## config.mk

```make
export PLATFORM = sky130hd
export DESIGN_NAME = weight_bias_responder
export DESIGN_NICKNAME = d
export VERILOG_FILES = /design/src/rtl/weight_bias_responder.sv
export SDC_FILE = /design/constraint.sdc
export NUM_CORES = 1
export LEC_CHECK = 0
export BUFFER_PORTS_ARGS = -buffer_cell sky130_fd_sc_hd__buf_4
export CORE_UTILIZATION = 44
export CTS_CLUSTER_SIZE = 40
export DETAILED_ROUTE_END_ITERATION = 7
export PLACE_DENSITY = 0.78
export REMOVE_ABC_BUFFERS = 1
export SYNTH_ARGS = -nofsm -noshare
export SYNTH_HDL_FRONTEND = slang
export SYNTH_SLANG_ARGS = --single-unit
export TNS_END_PERCENT = 10
```

## constraint.sdc

```tcl
create_clock -name clk -period 1.2 [get_ports clk]
set_input_delay 0.24 -clock clk [delete_from_list [all_inputs] [get_ports clk]]
set_output_delay 0.24 -clock clk [all_outputs]
set_load 0.05 [all_outputs]
```

## src/rtl/weight_bias_responder.sv

```systemverilog
// Responder for the weight/bias read path: serialises requests onto the shared parameter SRAM.
// Optional per-channel last-word cache enabled by defining WB_LAST_CACHE_EN.
module weight_bias_responder #(
    parameter logic [15:0] BIAS_BASE = 16'h8000,
    parameter int          DATA_W    = 16
) (
    input  logic              clk,
    input  logic              rst,
    input  logic              read_weight_signal,
    input  logic [15:0]       read_weight_addr,
    input  logic              read_bias_signal,
    input  logic [15:0]       read_bias_addr,
    input  logic              layer_start,
    output logic              weight_ready,
    output logic              bias_ready,
    output logic [DATA_W-1:0] weight_data,
    output logic              weight_valid,
    output logic [DATA_W-1:0] bias_data,
    output logic              bias_valid,
    output logic              req_drop_err,
    output logic              mem_cs,
    output logic [15:0]       mem_addr,
    input  logic [DATA_W-1:0] mem_rdata
);
    // Handshake: a request is taken on a rising edge where signal && ready; a request
    // seen while ready is low is lost and latches req_drop_err until reset.
    logic              r_pend_w;
    logic              r_pend_b;
    logic [15:0]       r_addr_w;
    logic [15:0]       r_addr_b;
    logic              r_fetch_vld;
    logic              r_fetch_b;
    logic              w_grant_w;
    logic              w_grant_b;
    logic              w_acc_w;
    logic              w_acc_b;
    logic              w_ret_w;
    logic              w_ret_b;
    logic              w_hit_w;
    logic              w_hit_b;
    logic [DATA_W-1:0] w_cd_w;
    logic [DATA_W-1:0] w_cd_b;

    assign w_grant_b    = r_pend_b;
    assign w_grant_w    = r_pend_w & ~r_pend_b;
    assign mem_cs       = w_grant_w | w_grant_b;
    assign mem_addr     = w_grant_b ? (r_addr_b + BIAS_BASE) :
                          (w_grant_w ? r_addr_w : 16'h0000);
    assign weight_ready = ~r_pend_w | w_grant_w;
    assign bias_ready   = ~r_pend_b | w_grant_b;
    assign w_acc_w      = read_weight_signal & weight_ready;
    assign w_acc_b      = read_bias_signal & bias_ready;
    assign w_ret_w      = r_fetch_vld & ~r_fetch_b;
    assign w_ret_b      = r_fetch_vld & r_fetch_b;

`ifdef WB_LAST_CACHE_EN
    logic              r_cv_w;
    logic              r_cv_b;
    logic [15:0]       r_ca_w;
    logic [15:0]       r_ca_b;
    logic [DATA_W-1:0] r_cd_w;
    logic [DATA_W-1:0] r_cd_b;
    logic [15:0]       r_fetch_addr;

    // A hit is only safe when nothing older is queued or returning on that channel.
    assign w_hit_w = w_acc_w & r_cv_w & (r_ca_w == read_weight_addr) &
                     ~r_pend_w & ~w_ret_w & ~layer_start;
    assign w_hit_b = w_acc_b & r_cv_b & (r_ca_b == read_bias_addr) &
                     ~r_pend_b & ~w_ret_b & ~layer_start;
    assign w_cd_w  = r_cd_w;
    assign w_cd_b  = r_cd_b;

    always_ff @(posedge clk or negedge rst) begin
        if (!rst) begin
            r_cv_w       <= 1'b0;
            r_cv_b       <= 1'b0;
            r_ca_w       <= '0;
            r_ca_b       <= '0;
            r_cd_w       <= '0;
            r_cd_b       <= '0;
            r_fetch_addr <= '0;
        end else begin
            r_fetch_addr <= w_grant_b ? r_addr_b : r_addr_w;
            if (w_ret_w) begin
                r_cv_w <= 1'b1;
                r_ca_w <= r_fetch_addr;
                r_cd_w <= mem_rdata;
            end
            if (w_ret_b) begin
                r_cv_b <= 1'b1;
                r_ca_b <= r_fetch_addr;
                r_cd_b <= mem_rdata;
            end
            if (layer_start) begin
                r_cv_w <= 1'b0;
                r_cv_b <= 1'b0;
            end
        end
    end
`else
    logic w_unused_layer_start;

    assign w_hit_w              = 1'b0;
    assign w_hit_b              = 1'b0;
    assign w_cd_w               = '0;
    assign w_cd_b               = '0;
    assign w_unused_layer_start = layer_start;
`endif

    always_ff @(posedge clk or negedge rst) begin
        if (!rst) begin
            r_pend_w     <= 1'b0;
            r_pend_b     <= 1'b0;
            r_addr_w     <= '0;
            r_addr_b     <= '0;
            r_fetch_vld  <= 1'b0;
            r_fetch_b    <= 1'b0;
            weight_valid <= 1'b0;
            weight_data  <= '0;
            bias_valid   <= 1'b0;
            bias_data    <= '0;
            req_drop_err <= 1'b0;
        end else begin
            // A refill in the grant cycle wins over the clear.
            if (w_acc_w && !w_hit_w) begin
                r_pend_w <= 1'b1;
                r_addr_w <= read_weight_addr;
            end else if (w_grant_w) begin
                r_pend_w <= 1'b0;
            end
            if (w_acc_b && !w_hit_b) begin
                r_pend_b <= 1'b1;
                r_addr_b <= read_bias_addr;
            end else if (w_grant_b) begin
                r_pend_b <= 1'b0;
            end

            r_fetch_vld <= mem_cs;
            r_fetch_b   <= w_grant_b;

            weight_valid <= w_ret_w | w_hit_w;
            if (w_ret_w) begin
                weight_data <= mem_rdata;
            end else if (w_hit_w) begin
                weight_data <= w_cd_w;
            end
            bias_valid <= w_ret_b | w_hit_b;
            if (w_ret_b) begin
                bias_data <= mem_rdata;
            end else if (w_hit_b) begin
                bias_data <= w_cd_b;
            end

            if ((read_weight_signal && !weight_ready) || (read_bias_signal && !bias_ready)) begin
                req_drop_err <= 1'b1;
            end
        end
    end
endmodule

```

==> results.env, run 1 <==
TOP_CELL_TYPE_BY_TOTAL_AREA_AFTER_SYNTHESIS='sky130_fd_sc_hd__dfrtp_1'
FIRST_GLOBAL_VIAS=2156
SYNTH.AVG_CELL_AREA_UM2=16.5
GR-MAX-USAGE-LAYER='met2'
FMAX_MHz=598
COUNT_OF_FINAL_HOLD_CHECK_VIOLATIONS=0
R2R.WORST_PATH.CELLS=4
GRT_START_MAX_NET_PINS=72
INITIAL_UTILIZATION_PCT=45.6
ROWS=29
CTS.SINK_COUNT=71
YOSYSTOPAREACELLSHARE_PCT=61.7
IR_DROP_uV=854
SETUP_VIOL=34
CTS_INSERTED_BUFFERS=9
VIOLATIONS='setup timing'
AVGROUTEDWIREPERCELL_UM=16.9
SYNTH.CELL_AREA_UM2=2880
WHS_PATH_DEPTH=3
TOTAL_ITERATIONS_OF_THE_FIRST_DETAILED_ROUTING_RUN=4
SEQ_AREA_FRAC_SYNTH_PCT=61.7
HOLD_CLASS='input pin to flop'
FINALINSTANCEAREA_UM2=4130
CP.REQUIRED_NS=0.96
PLACED_CELL_AREA_UM2=3790
GLOBAL_ROUTE.OVERFLOW_TOTAL=0
H-TREE-DEPTH=3
CRITICAL_PATH_PEAK_FANOUT=7
LEAK_PWR_nW=2.00
CLK_PIN_SLEW_WORST_PATHS_NS=0.07
FINAL.SETUP.WORST_SLACK_NS=-0.471
TRITONCTS_CLOCK_TREE='built'
P_PER_AREA_nW_PER_UM2=1570
NUM_IO_PINS=107
CRIT_TYPE='flop to output pin'
MAXCAPVIOLCOUNT=0
GLOBAL_ROUTE.USAGE.MET2_PCT=30.8
YOSYS_WARNINGS=0
AREA_GROWTH_SYN_TO_LAYOUT_PCT=43.5
FINAL_NETS=344
SYNTH_EDF_COUNT=0
PROPORTION_OF_SYNTHESIZED_FLIP_FLOPS_HAVING_ASYNCHRONOUS_SET_OR_RESET_PCT=100
GR-USAGE-MET1_PCT=25.3
TIMING.CRITICAL_PATH.FROM_TYPE='flop'
DESIGN.CORE.AREA_UM2=6310
CLOCK_TREE.ROOT_CELL='sky130_fd_sc_hd__clkbuf_8'
DRIVE_GT1_SHARE_PCT=64.5
RSZ0062_AT_GRT='true'
CP_DATA_ARRIVAL_TIME_NS=1.43
SETUP-TNS-FINAL_NS=-10.02
GLOBALROUTEMET3UTIL_PCT=6.96
SYNTH.TOP_CELLS.BY_AREA='sky130_fd_sc_hd__dfrtp_1, sky130_fd_sc_hd__mux2_2, sky130_fd_sc_hd__mux2_4'
NETLIST-CELL-TYPE-COUNT=20
CLK_LATENCY_NS=0.33
GP_CONGESTION=0.732
POSTSYNTH.TOPFLOPCELL='sky130_fd_sc_hd__dfrtp_1'
FINALCRITPERIODSHARE_PCT=139
POSTSYNTHREGISTERBITS=71
CTS_BUFFER_DEPTH=2
INITIAL_ANTENNA_VIOLATION_COUNT=0
SYNTH_COMMONEST_CELLS='sky130_fd_sc_hd__dfrtp_1, sky130_fd_sc_hd__mux2_2, sky130_fd_sc_hd__mux2_4'
DRTITER0DRC=73
MAXSLEWVIOLCOUNT=0
GRT_PASS1_WL_UM=10600
DIE_AREA_UM2=6870
DETAIL_ROUTE.VIAS_PER_CELL=5.10
PLACE_WS_NS=-0.183
FLOORPLAN.DIE.WIDTH_UM=82.9
VIAS=1904
OUTCOME='finished, violations left'
SYNTHESIS.INSTANCES=174
ANTENNA-DIODE-COUNT=0
DP_HPWL_UM=4150
PERIOD_NEEDED_NS=1.67
MOST_COMMON_CELL_IN_THE_NETLIST='sky130_fd_sc_hd__dfrtp_1'
DIE_HEIGHT_UM=82.9
DRT.ANTENNA.VIOLATING_NETS=0
POSTROUTEWIRELENGTH_UM=6320
WORST_CLOCK_SKEW_NS=0.00723
PLACE.PORT_BUFFERS=104
CRIT_PATH_END_KIND='output pin'
GLOBALROUTETOTALUTIL_PCT=19.8
NUMBER_OF_REMAINING_DRC_ERRORS=0
[layer usage]
| layer | wire, um | vias to the layer above |
|---|---|---|
| li1 | - | 859 |
| met1 | 2740 | 944 |
| met2 | 2900 | 91 |
| met3 | 575 | 10 |
| met4 | 100 | 0 |
| met5 | 0 | - |
[metrics by stage]
step                      util (%)  power [mW]  hold WS [ns]  cells
after CTS                     65.1        6.53         0.105    373
after detailed placement      60.1        4.81         0.280    355
after floorplan                  -        4.09       -0.0556    163
after global placement        60.1        4.76         0.280    355
final                         65.4        6.48         0.114    373
after global routing          65.4        6.76         0.115    373
[flip-flops by register name, summed over array words and instances (netlist names)]
signal	count
bias_data	16
r_addr_b	16
r_addr_w	16
weight_data	16
bias_valid	1
r_fetch_b	1
r_fetch_vld	1
r_pend_b	1
r_pend_w	1
req_drop_err	1
weight_valid	1
[cell families after synthesis]
logic type | share of synthesized area [%]
flip-flops | 61.7
AO/OA/AOI/OAI | 6.00
other | 0.130
multiplexers | 27.1
buffers and inverters | 3.65
AND/OR/NAND/NOR | 1.35
[critical path, cell delays in order, from the launching register on]
cell and delay, ns:
sky130_fd_sc_hd__dfrtp_2 0.44, sky130_fd_sc_hd__nor2b_4 0.17, sky130_fd_sc_hd__buf_6 0.16, sky130_fd_sc_hd__a22o_1 0.16, sky130_fd_sc_hd__buf_6 0.16
[power breakdown]
part | internal (mW) | switching (mW)
registers | 2.68 | 0.161
logic | 0.872 | 1.18
clock network | 0.742 | 0.845
[cell type report]
| cell class | count | area (um^2) |
|---|---|---|
| Clock buffer | 12 | 135 |
| Clock inverter | 4 | 22.5 |
| Fill cell | 483 | 2180 |
| Inverter | 2 | 7.51 |
| Multi-Input combinational cell | 90 | 1060 |
| Sequential cell | 71 | 1780 |
| Tap cell | 77 | 96.3 |
| Timing Repair Buffer | 117 | 1030 |
[what timing repair did]
item,in CTS,in global routing
pin swaps,3,5
setup buffers,0,0
hold buffers,1,0
hold endpoints to repair,71,0
setup endpoints to repair,41,53
cloned,1,0
resized for setup,39,6
[worst paths after layout]
kind	endpoint	slack, ns	from
max	mem_addr[9]	-0.47	r_pend_b$_DFF_PN0_
min	r_addr_b[15]$_DFFE_PN0P_	0.11	read_bias_addr[15]
max reg2reg	r_addr_w[2]$_DFFE_PN0P_	-0.17	r_pend_b$_DFF_PN0_
min reg2reg	req_drop_err$_DFFE_PN0P_	0.48	req_drop_err$_DFFE_PN0P_
max in group asynchronous	r_pend_b$_DFF_PN0_	0.39	rst
min in group asynchronous	weight_data[7]$_DFFE_PN0P_	0.47	rst
[placed cells by master (no fill, tap or decap)]
| master | instances |
|---|---|
| sky130_fd_sc_hd__clkbuf_8 | 9 |
| sky130_fd_sc_hd__dlygate4sd3_1 | 1 |
| sky130_fd_sc_hd__nand2_2 | 1 |
| sky130_fd_sc_hd__mux2_1 | 9 |
| sky130_fd_sc_hd__conb_1 | 1 |
| sky130_fd_sc_hd__mux2_4 | 31 |
| sky130_fd_sc_hd__a22o_1 | 16 |
| sky130_fd_sc_hd__nand2_4 | 1 |
| sky130_fd_sc_hd__a21boi_4 | 1 |
| sky130_fd_sc_hd__or2_2 | 1 |
| sky130_fd_sc_hd__mux2_2 | 23 |
| sky130_fd_sc_hd__clkinv_2 | 3 |
| sky130_fd_sc_hd__clkinvlp_4 | 1 |
| sky130_fd_sc_hd__buf_4 | 86 |
| sky130_fd_sc_hd__inv_1 | 2 |
| sky130_fd_sc_hd__nor2b_4 | 1 |
| sky130_fd_sc_hd__nand2_1 | 1 |
| sky130_fd_sc_hd__o21ai_0 | 1 |
| sky130_fd_sc_hd__buf_6 | 25 |
| sky130_fd_sc_hd__dfrtp_2 | 1 |
| sky130_fd_sc_hd__buf_12 | 4 |
| sky130_fd_sc_hd__a31o_2 | 1 |
| sky130_fd_sc_hd__nand2b_1 | 1 |
| sky130_fd_sc_hd__buf_8 | 1 |
| sky130_fd_sc_hd__clkbuf_1 | 3 |
| sky130_fd_sc_hd__dfrtp_1 | 70 |
| sky130_fd_sc_hd__nor2b_2 | 1 |
Power figures use the tool's default switching activity.
==> inputs of run 2 (changes only) <==
Settings changed: BUFFER_PORTS_ARGS -buffer_cell sky130_fd_sc_hd__buf_4 to -buffer_cell sky130_fd_sc_hd__buf_2, CTS_BUF_LIST set to sky130_fd_sc_hd__clkbuf_16.
==> results.env, run 2 (synthesized netlist as in run 1, its figures left out) <==
OUTCOME='finished, violations left'
VIOLATIONS='setup timing'
CTS_INSERTED_BUFFERS=9  # unchanged
FMAX_MHz=613  # +2.5%
GLOBALROUTETOTALUTIL_PCT=17.9  # -1.9 points
POSTROUTEWIRELENGTH_UM=5760  # -8.9%
CRITPATHBUFINV=2  # unchanged
ROWS=29  # unchanged
AREA_GROWTH_SYN_TO_LAYOUT_PCT=40.8
P_PER_AREA_nW_PER_UM2=1730  # +11%
MOST-COMMON-LAYOUT-CELLS='sky130_fd_sc_hd__buf_2, sky130_fd_sc_hd__dfrtp_1, sky130_fd_sc_hd__mux2_4, sky130_fd_sc_hd__mux2_2, sky130_fd_sc_hd__buf_6'
PERIOD_NEEDED_NS=1.63  # -0.0411 ns
DRTITER0DRC=51  # -30%
CRITICAL_PATH_CELL_COUNT=4  # unchanged
R2R.WORST_PATH.CELLS=5  # +1
CLK_PIN_SLEW_WORST_PATHS_NS=0.05  # -0.02 ns
WORST_CLOCK_SKEW_NS=0.00682  # -0.000412 ns
PATH_DELAY_FAMILY='flip-flops'
IR_DROP_uV=1170  # +37%
GRT_START_MAX_NET_PINS=72  # unchanged
INITIAL_UTILIZATION_PCT=45.6  # unchanged
DESIGN.CORE.AREA_UM2=6310  # unchanged
CP.REQUIRED_NS=0.96  # about the same
MAXSLEWVIOLCOUNT=0  # unchanged
REGTOREGENDPOINT='r_addr_w[0]$_DFFE_PN0P_'
VIAS=1890  # -0.74%
FINAL_HOLD_SLACK_NS=0.140  # +0.0255 ns
DP_HPWL_UM=3670  # -12%
CP_DATA_ARRIVAL_TIME_NS=1.39  # -0.04 ns
WHS_ENDPOINT='r_addr_b[15]$_DFFE_PN0P_'
LEAK_PWR_nW=2.00  # about the same
TOTAL_ITERATIONS_OF_THE_FIRST_DETAILED_ROUTING_RUN=4  # unchanged
TRITONCTS_CLOCK_TREE='built'
WORSTREG2REGSTART='r_pend_b$_DFF_PN0_'
CTS.SINK_COUNT=71  # unchanged
SETUP_VIOL=34  # unchanged
DIE_AREA_UM2=6870  # unchanged
TIMING.CRITICAL_PATH.FROM_TYPE='flop'
CRITPATHMOSTFREQUENTCELL='sky130_fd_sc_hd__buf_6'
NUMBER_OF_REMAINING_DRC_ERRORS=0  # unchanged
GRT_PASS1_WL_UM=9600  # -9.6%
ANTENNA-DIODE-COUNT=0  # unchanged
CRITICAL_PATH_PEAK_FANOUT=7  # unchanged
DIE_HEIGHT_UM=82.9  # unchanged
COUNT_OF_FINAL_HOLD_CHECK_VIOLATIONS=0  # unchanged
CRIT_PATH_END_KIND='output pin'
TIMING.CRITICAL_PATH.CELLS='nor2b_4 -> buf_6 -> a22o_1 -> buf_6'
GLOBAL_ROUTE.OVERFLOW_TOTAL=0  # unchanged
PLACE.PORT_BUFFERS=104  # unchanged
GP_CONGESTION=0.747  # +2.1%
AVGROUTEDWIREPERCELL_UM=15.3  # -9.4%
FILL_CELLS=458  # -5.2%
REG2REG_SETUP_SLACK_NS=-0.31  # -0.14 ns
PLACE_WS_NS=-0.224  # -0.0409 ns
MAXCAPVIOLCOUNT=0  # unchanged
HOLD_CLASS='input pin to flop'
FLOORPLAN.DIE.WIDTH_UM=82.9  # unchanged
SETUP-TNS-FINAL_NS=-11.16  # -1.14 ns
CP_SLOWEST_STAGE_DELAY_NS=0.43  # about the same
NUM_IO_PINS=107  # unchanged
INITIAL_ANTENNA_VIOLATION_COUNT=0  # unchanged
FINAL_NETS=346  # +0.58%
DETAIL_ROUTE.VIAS_PER_CELL=5.04  # -1.3%
CTS_BUFFER_DEPTH=2  # unchanged
HOLD_PATH.STARTPOINT='read_bias_addr[15]'
FINALCRITPERIODSHARE_PCT=136  # -3.4 points
WHS_PATH_DEPTH=3  # unchanged
MOSTFREQUENTLAYOUTCELL='sky130_fd_sc_hd__buf_2'
FIRST_GLOBAL_VIAS=1935  # -10%
DRIVE_GT1_SHARE_PCT=64.8  # +0.24 points
CLOCK_TREE.ROOT_CELL='sky130_fd_sc_hd__clkbuf_16'
DRT.ANTENNA.VIOLATING_NETS=0  # unchanged
FINAL.SETUP.WORST_SLACK_NS=-0.430  # +0.0410 ns
RSZ0062_AT_GRT='true'
CPMAXSTAGEDELAYCELL='sky130_fd_sc_hd__dfrtp_2'
P_TOTAL_mW=7.03  # +8.4%
H-TREE-DEPTH=3  # unchanged
CRIT_TYPE='flop to output pin'
CLK_LATENCY_NS=0.32  # about the same
[run 2: cell count changes in the layout (fill, tap and decap cells not counted), sizes merged]
cell,delta
buf,-7
clkbuf,+6
inv,+3
[run 2: power breakdown]
part | leakage (nW) | internal [mW] | switching (mW)
combinational | 1.04 | 0.757 | 1.17
sequential | 0.824 | 2.68 | 0.152
clock | 0.139 | 1.36 | 0.906
[run 2: how the worst max path moves through the flow]
stage / end / slack, ns / startpoint
2_1_floorplan: mem_addr[15] / -0.79 / r_pend_b$_DFF_PN0_
3_3_place_gp: mem_addr[15] / -0.19 / r_pend_b$_DFF_PN0_
3_5_place_dp: mem_addr[13] / -0.22 / r_pend_b$_DFF_PN0_
4_1_cts: mem_addr[13] / -0.45 / r_pend_b$_DFF_PN0_
5_1_grt: mem_addr[10] / -0.50 / r_pend_b$_DFF_PN0_
6_report: mem_addr[10] / -0.43 / r_pend_b$_DFF_PN0_
[run 2: repair_timing]
action	4_1_cts	5_1_grt
cloned	1	0
endpoints found under the setup margin	41	59
hold endpoints to repair	71	0
resized for setup	51	17
hold buffers	1	0
buffers inserted	1	0
pin swaps	3	5
[run 2: worst register-to-register path, cell delays in order, from the launching register on]
cell and delay [ns]:
sky130_fd_sc_hd__dfrtp_2 0.43, sky130_fd_sc_hd__buf_6 0.15, sky130_fd_sc_hd__buf_6 0.12, sky130_fd_sc_hd__a21boi_4 0.16, sky130_fd_sc_hd__buf_12 0.18, sky130_fd_sc_hd__mux2_2 0.35
[run 2: final cells by class]
class	instances	area, um^2	area share (%)
multi-input combinational	90	1050	26.0
inverter	2	7.51	0.185
clock buffer	9	225	5.56
timing repair buffer	119	856	21.1
tap	77	96.3	2.38
clock inverter	7	33.8	0.834
sequential	71	1780	43.9
[run 2: per-stage QoR]
stage | cell area, um^2 | std cells | util [%]
floorplan | 2780 | 163 | -
global placement | 3550 | 356 | 56.3
detailed placement | 3550 | 356 | 56.3
CTS | 4000 | 375 | 63.4
global route | 4050 | 375 | 64.2
finish | 4050 | 375 | 64.2
[run 2: layer usage]
metal / part of all wire [%] / track usage, %
met1: 44 / 23.7
met2: 45 / 26.6
met3: 9.2 / 7.06
met4: 1.4 / 6.58
met5: 0 / 0
==> inputs of run 3 (changes only) <==
Settings changed: SETUP_SLACK_MARGIN set to 0.3.
==> results.env, run 3 (synthesized netlist as in run 1, its figures left out) <==
DRTITER0DRC=48  # -5.9%
DESIGN.CORE.AREA_UM2=6310  # unchanged
WHS_PATH_DEPTH=3  # unchanged
ROWS=29  # unchanged
CP.REQUIRED_NS=0.96  # about the same
CTS_INSERTED_BUFFERS=9  # unchanged
INITIAL_UTILIZATION_PCT=45.6  # unchanged
DIE_AREA_UM2=6870  # unchanged
TOTAL_ITERATIONS_OF_THE_FIRST_DETAILED_ROUTING_RUN=4  # unchanged
DRT.ANTENNA.VIOLATING_NETS=0  # unchanged
MAXSLEWVIOLCOUNT=0  # unchanged
FINALINSTANCEAREA_UM2=4310  # +6.4%
LEAK_PWR_nW=2.14  # +7.0%
SETUP_VIOL=34  # unchanged
DRIVE_GT1_SHARE_PCT=67.8  # +3.0 points
VIOLATIONS='setup timing'
CLK_PIN_SLEW_WORST_PATHS_NS=0.05  # about the same
CRITICAL_PATH_CELL_COUNT=4  # unchanged
CRIT_PATH_END_KIND='output pin'
AVGROUTEDWIREPERCELL_UM=16.8  # +9.1%
TRITONCTS_CLOCK_TREE='built'
OUTCOME='finished, violations left'
CP_SLOWEST_STAGE_DELAY_NS=0.43  # about the same
DETAIL_ROUTE.VIAS_PER_CELL=4.99  # -0.95%
MAXCAPVIOLCOUNT=0  # unchanged
REG2REG_SETUP_SLACK_NS=-0.30  # about the same
P_TOTAL_mW=7.32  # +4.1%
PATH_DELAY_FAMILY='flip-flops'
DIE_HEIGHT_UM=82.9  # unchanged
CLK_LATENCY_NS=0.32  # about the same
GLOBAL_ROUTE.OVERFLOW_TOTAL=0  # unchanged
AREA_OF_THE_MULTI_INPUT_GATES_UM2=1120  # +5.9%
GLOBALROUTETOTALUTIL_PCT=19.6  # +1.7 points
AREA_GROWTH_SYN_TO_LAYOUT_PCT=49.8
FINAL_NETS=346  # unchanged
PLACED_CELL_AREA_UM2=3550  # unchanged
TIMING.CRITICAL_PATH.CELLS='nor2b_4 -> buf_6 -> a22o_1 -> buf_6'
CRITICAL_PATH_PEAK_FANOUT=7  # unchanged
TIMING.CRITICAL_PATH.FROM_TYPE='flop'
PERIOD_NEEDED_NS=1.64  # +0.00684 ns
HOLD_CLASS='input pin to flop'
GP_CONGESTION=0.747  # unchanged
CTS.SINK_COUNT=71  # unchanged
GRT_PASS1_WL_UM=10600  # +10%
CLOCK_TREE.ROOT_CELL='sky130_fd_sc_hd__clkbuf_16'
INITIAL_ANTENNA_VIOLATION_COUNT=0  # unchanged
RSZ0062_AT_GRT='true'
WORST_CLOCK_SKEW_NS=0.00793  # +0.00111 ns
CTS_BUFFER_DEPTH=2  # unchanged
CRIT_TYPE='flop to output pin'
POSTROUTEWIRELENGTH_UM=6280  # +9.1%
MOSTFREQUENTLAYOUTCELL='sky130_fd_sc_hd__dfrtp_1'
FIRST_GLOBAL_VIAS=2023  # +4.5%
P_PER_AREA_nW_PER_UM2=1700  # -2.2%
FLOORPLAN.DIE.WIDTH_UM=82.9  # unchanged
DP_HPWL_UM=3670  # unchanged
FINAL.SETUP.WORST_SLACK_NS=-0.437  # -0.00684 ns
CPMAXSTAGEDELAYCELL='sky130_fd_sc_hd__dfrtp_2'
VIAS=1872  # -0.95%
ANTENNA-DIODE-COUNT=0  # unchanged
PLACE.PORT_BUFFERS=104  # unchanged
CP_DATA_ARRIVAL_TIME_NS=1.40  # about the same
SEQUENTIAL_CELL_AREA_UM2=1780  # unchanged
COUNT_OF_FINAL_HOLD_CHECK_VIOLATIONS=0  # unchanged
FILL_CELLS=414  # -9.6%
NUMBER_OF_REMAINING_DRC_ERRORS=0  # unchanged
IR_DROP_uV=1190  # +1.6%
CRITPATHMOSTFREQUENTCELL='sky130_fd_sc_hd__buf_6'
H-TREE-DEPTH=3  # unchanged
CRITPATHBUFINV=2  # unchanged
MOST-COMMON-LAYOUT-CELLS='sky130_fd_sc_hd__dfrtp_1, sky130_fd_sc_hd__buf_6, sky130_fd_sc_hd__buf_2, sky130_fd_sc_hd__mux2_4, sky130_fd_sc_hd__mux2_2'
NUM_IO_PINS=107  # unchanged
FMAX_MHz=611  # -0.42%
R2R.WORST_PATH.CELLS=5  # unchanged
GRT_START_MAX_NET_PINS=72  # unchanged
FINALCRITPERIODSHARE_PCT=136  # +0.57 points
==> run 3: changes by cell type in the layout (fill, tap and decap cells not counted) <==
| cell | before | now |
|---|---|---|
| sky130_fd_sc_hd__mux2_4 | 30 | 46 |
| sky130_fd_sc_hd__mux2_2 | 24 | 17 |
| sky130_fd_sc_hd__buf_2 | 77 | 51 |
| sky130_fd_sc_hd__or2_4 | 0 | 1 |
| sky130_fd_sc_hd__mux2_1 | 9 | 0 |
| sky130_fd_sc_hd__or2_2 | 1 | 0 |
| sky130_fd_sc_hd__clkbuf_4 | 9 | 0 |
| sky130_fd_sc_hd__buf_6 | 22 | 57 |
==> run 3: area by class of cell <==
cell class	instances	area share (%)
multi-input combinational	90	25.9
clock inverter	7	0.784
tap	77	2.24
inverter	2	0.174
sequential	71	41.2
timing repair buffer	119	24.4
clock buffer	9	5.22
==> run 3: layer usage <==
metal | global-route usage, % | part of all wire [%]
met5 | 0 | 0
met4 | 6.58 | 0.78
met3 | 6.96 | 7.7
met2 | 30.0 | 47
met1 | 26.2 | 45
==> run 3: metrics by stage <==
| step | cells | hold WS [ns] | setup slack [ns] | utilization [%] | TNS (ns) |
|---|---|---|---|---|---|
| 2_1_floorplan | 163 | -0.0556 | -0.787 | - | -30.13 |
| 3_3_place_gp | 356 | 0.290 | -0.185 | 56.3 | -4.53 |
| 3_5_place_dp | 356 | 0.293 | -0.224 | 56.3 | -5.54 |
| 4_1_cts | 375 | 0.125 | -0.450 | 67.8 | -12.28 |
| 5_1_grt | 375 | 0.137 | -0.497 | 68.3 | -12.82 |
| 6_report | 375 | 0.142 | -0.437 | 68.3 | -11.11 |
==> run 3: worst register-to-register path, stage by stage (launching register included) <==
cell and delay (ns):
sky130_fd_sc_hd__dfrtp_2 0.43, sky130_fd_sc_hd__buf_6 0.15, sky130_fd_sc_hd__buf_6 0.12, sky130_fd_sc_hd__a21boi_4 0.16, sky130_fd_sc_hd__buf_12 0.18, sky130_fd_sc_hd__mux2_2 0.35
==> run 3: power by group <==
group	switching [mW]	internal, mW	leakage, nW	total (mW)
Clock	0.915	1.36	0.139	2.28
Sequential	0.197	2.69	0.824	2.88
Combinational	1.19	0.968	1.18	2.16
Total	2.30	5.02	2.14	7.32
==> run 3: repair_timing <==
| item | in CTS | in global routing |
|---|---|---|
| cloned | 1 | 0 |
| hold buffers | 1 | 0 |
| resized for setup | 137 | 9 |
| buffers inserted | 1 | 0 |
| setup endpoints to repair | 102 | 104 |
| pin swaps | 4 | 5 |
| hold endpoints to repair | 71 | 0 |
==> run 3: worst paths after layout <==
kind | from | to
min in group asynchronous | rst | weight_data[1]$_DFFE_PN0P_
hold / removal | read_bias_addr[15] | r_addr_b[15]$_DFFE_PN0P_
max in group asynchronous | rst | r_pend_b$_DFF_PN0_
hold reg to reg | req_drop_err$_DFFE_PN0P_ | req_drop_err$_DFFE_PN0P_
setup / recovery | r_pend_b$_DFF_PN0_ | mem_addr[10]
setup reg to reg | r_pend_b$_DFF_PN0_ | r_addr_w[0]$_DFFE_PN0P_
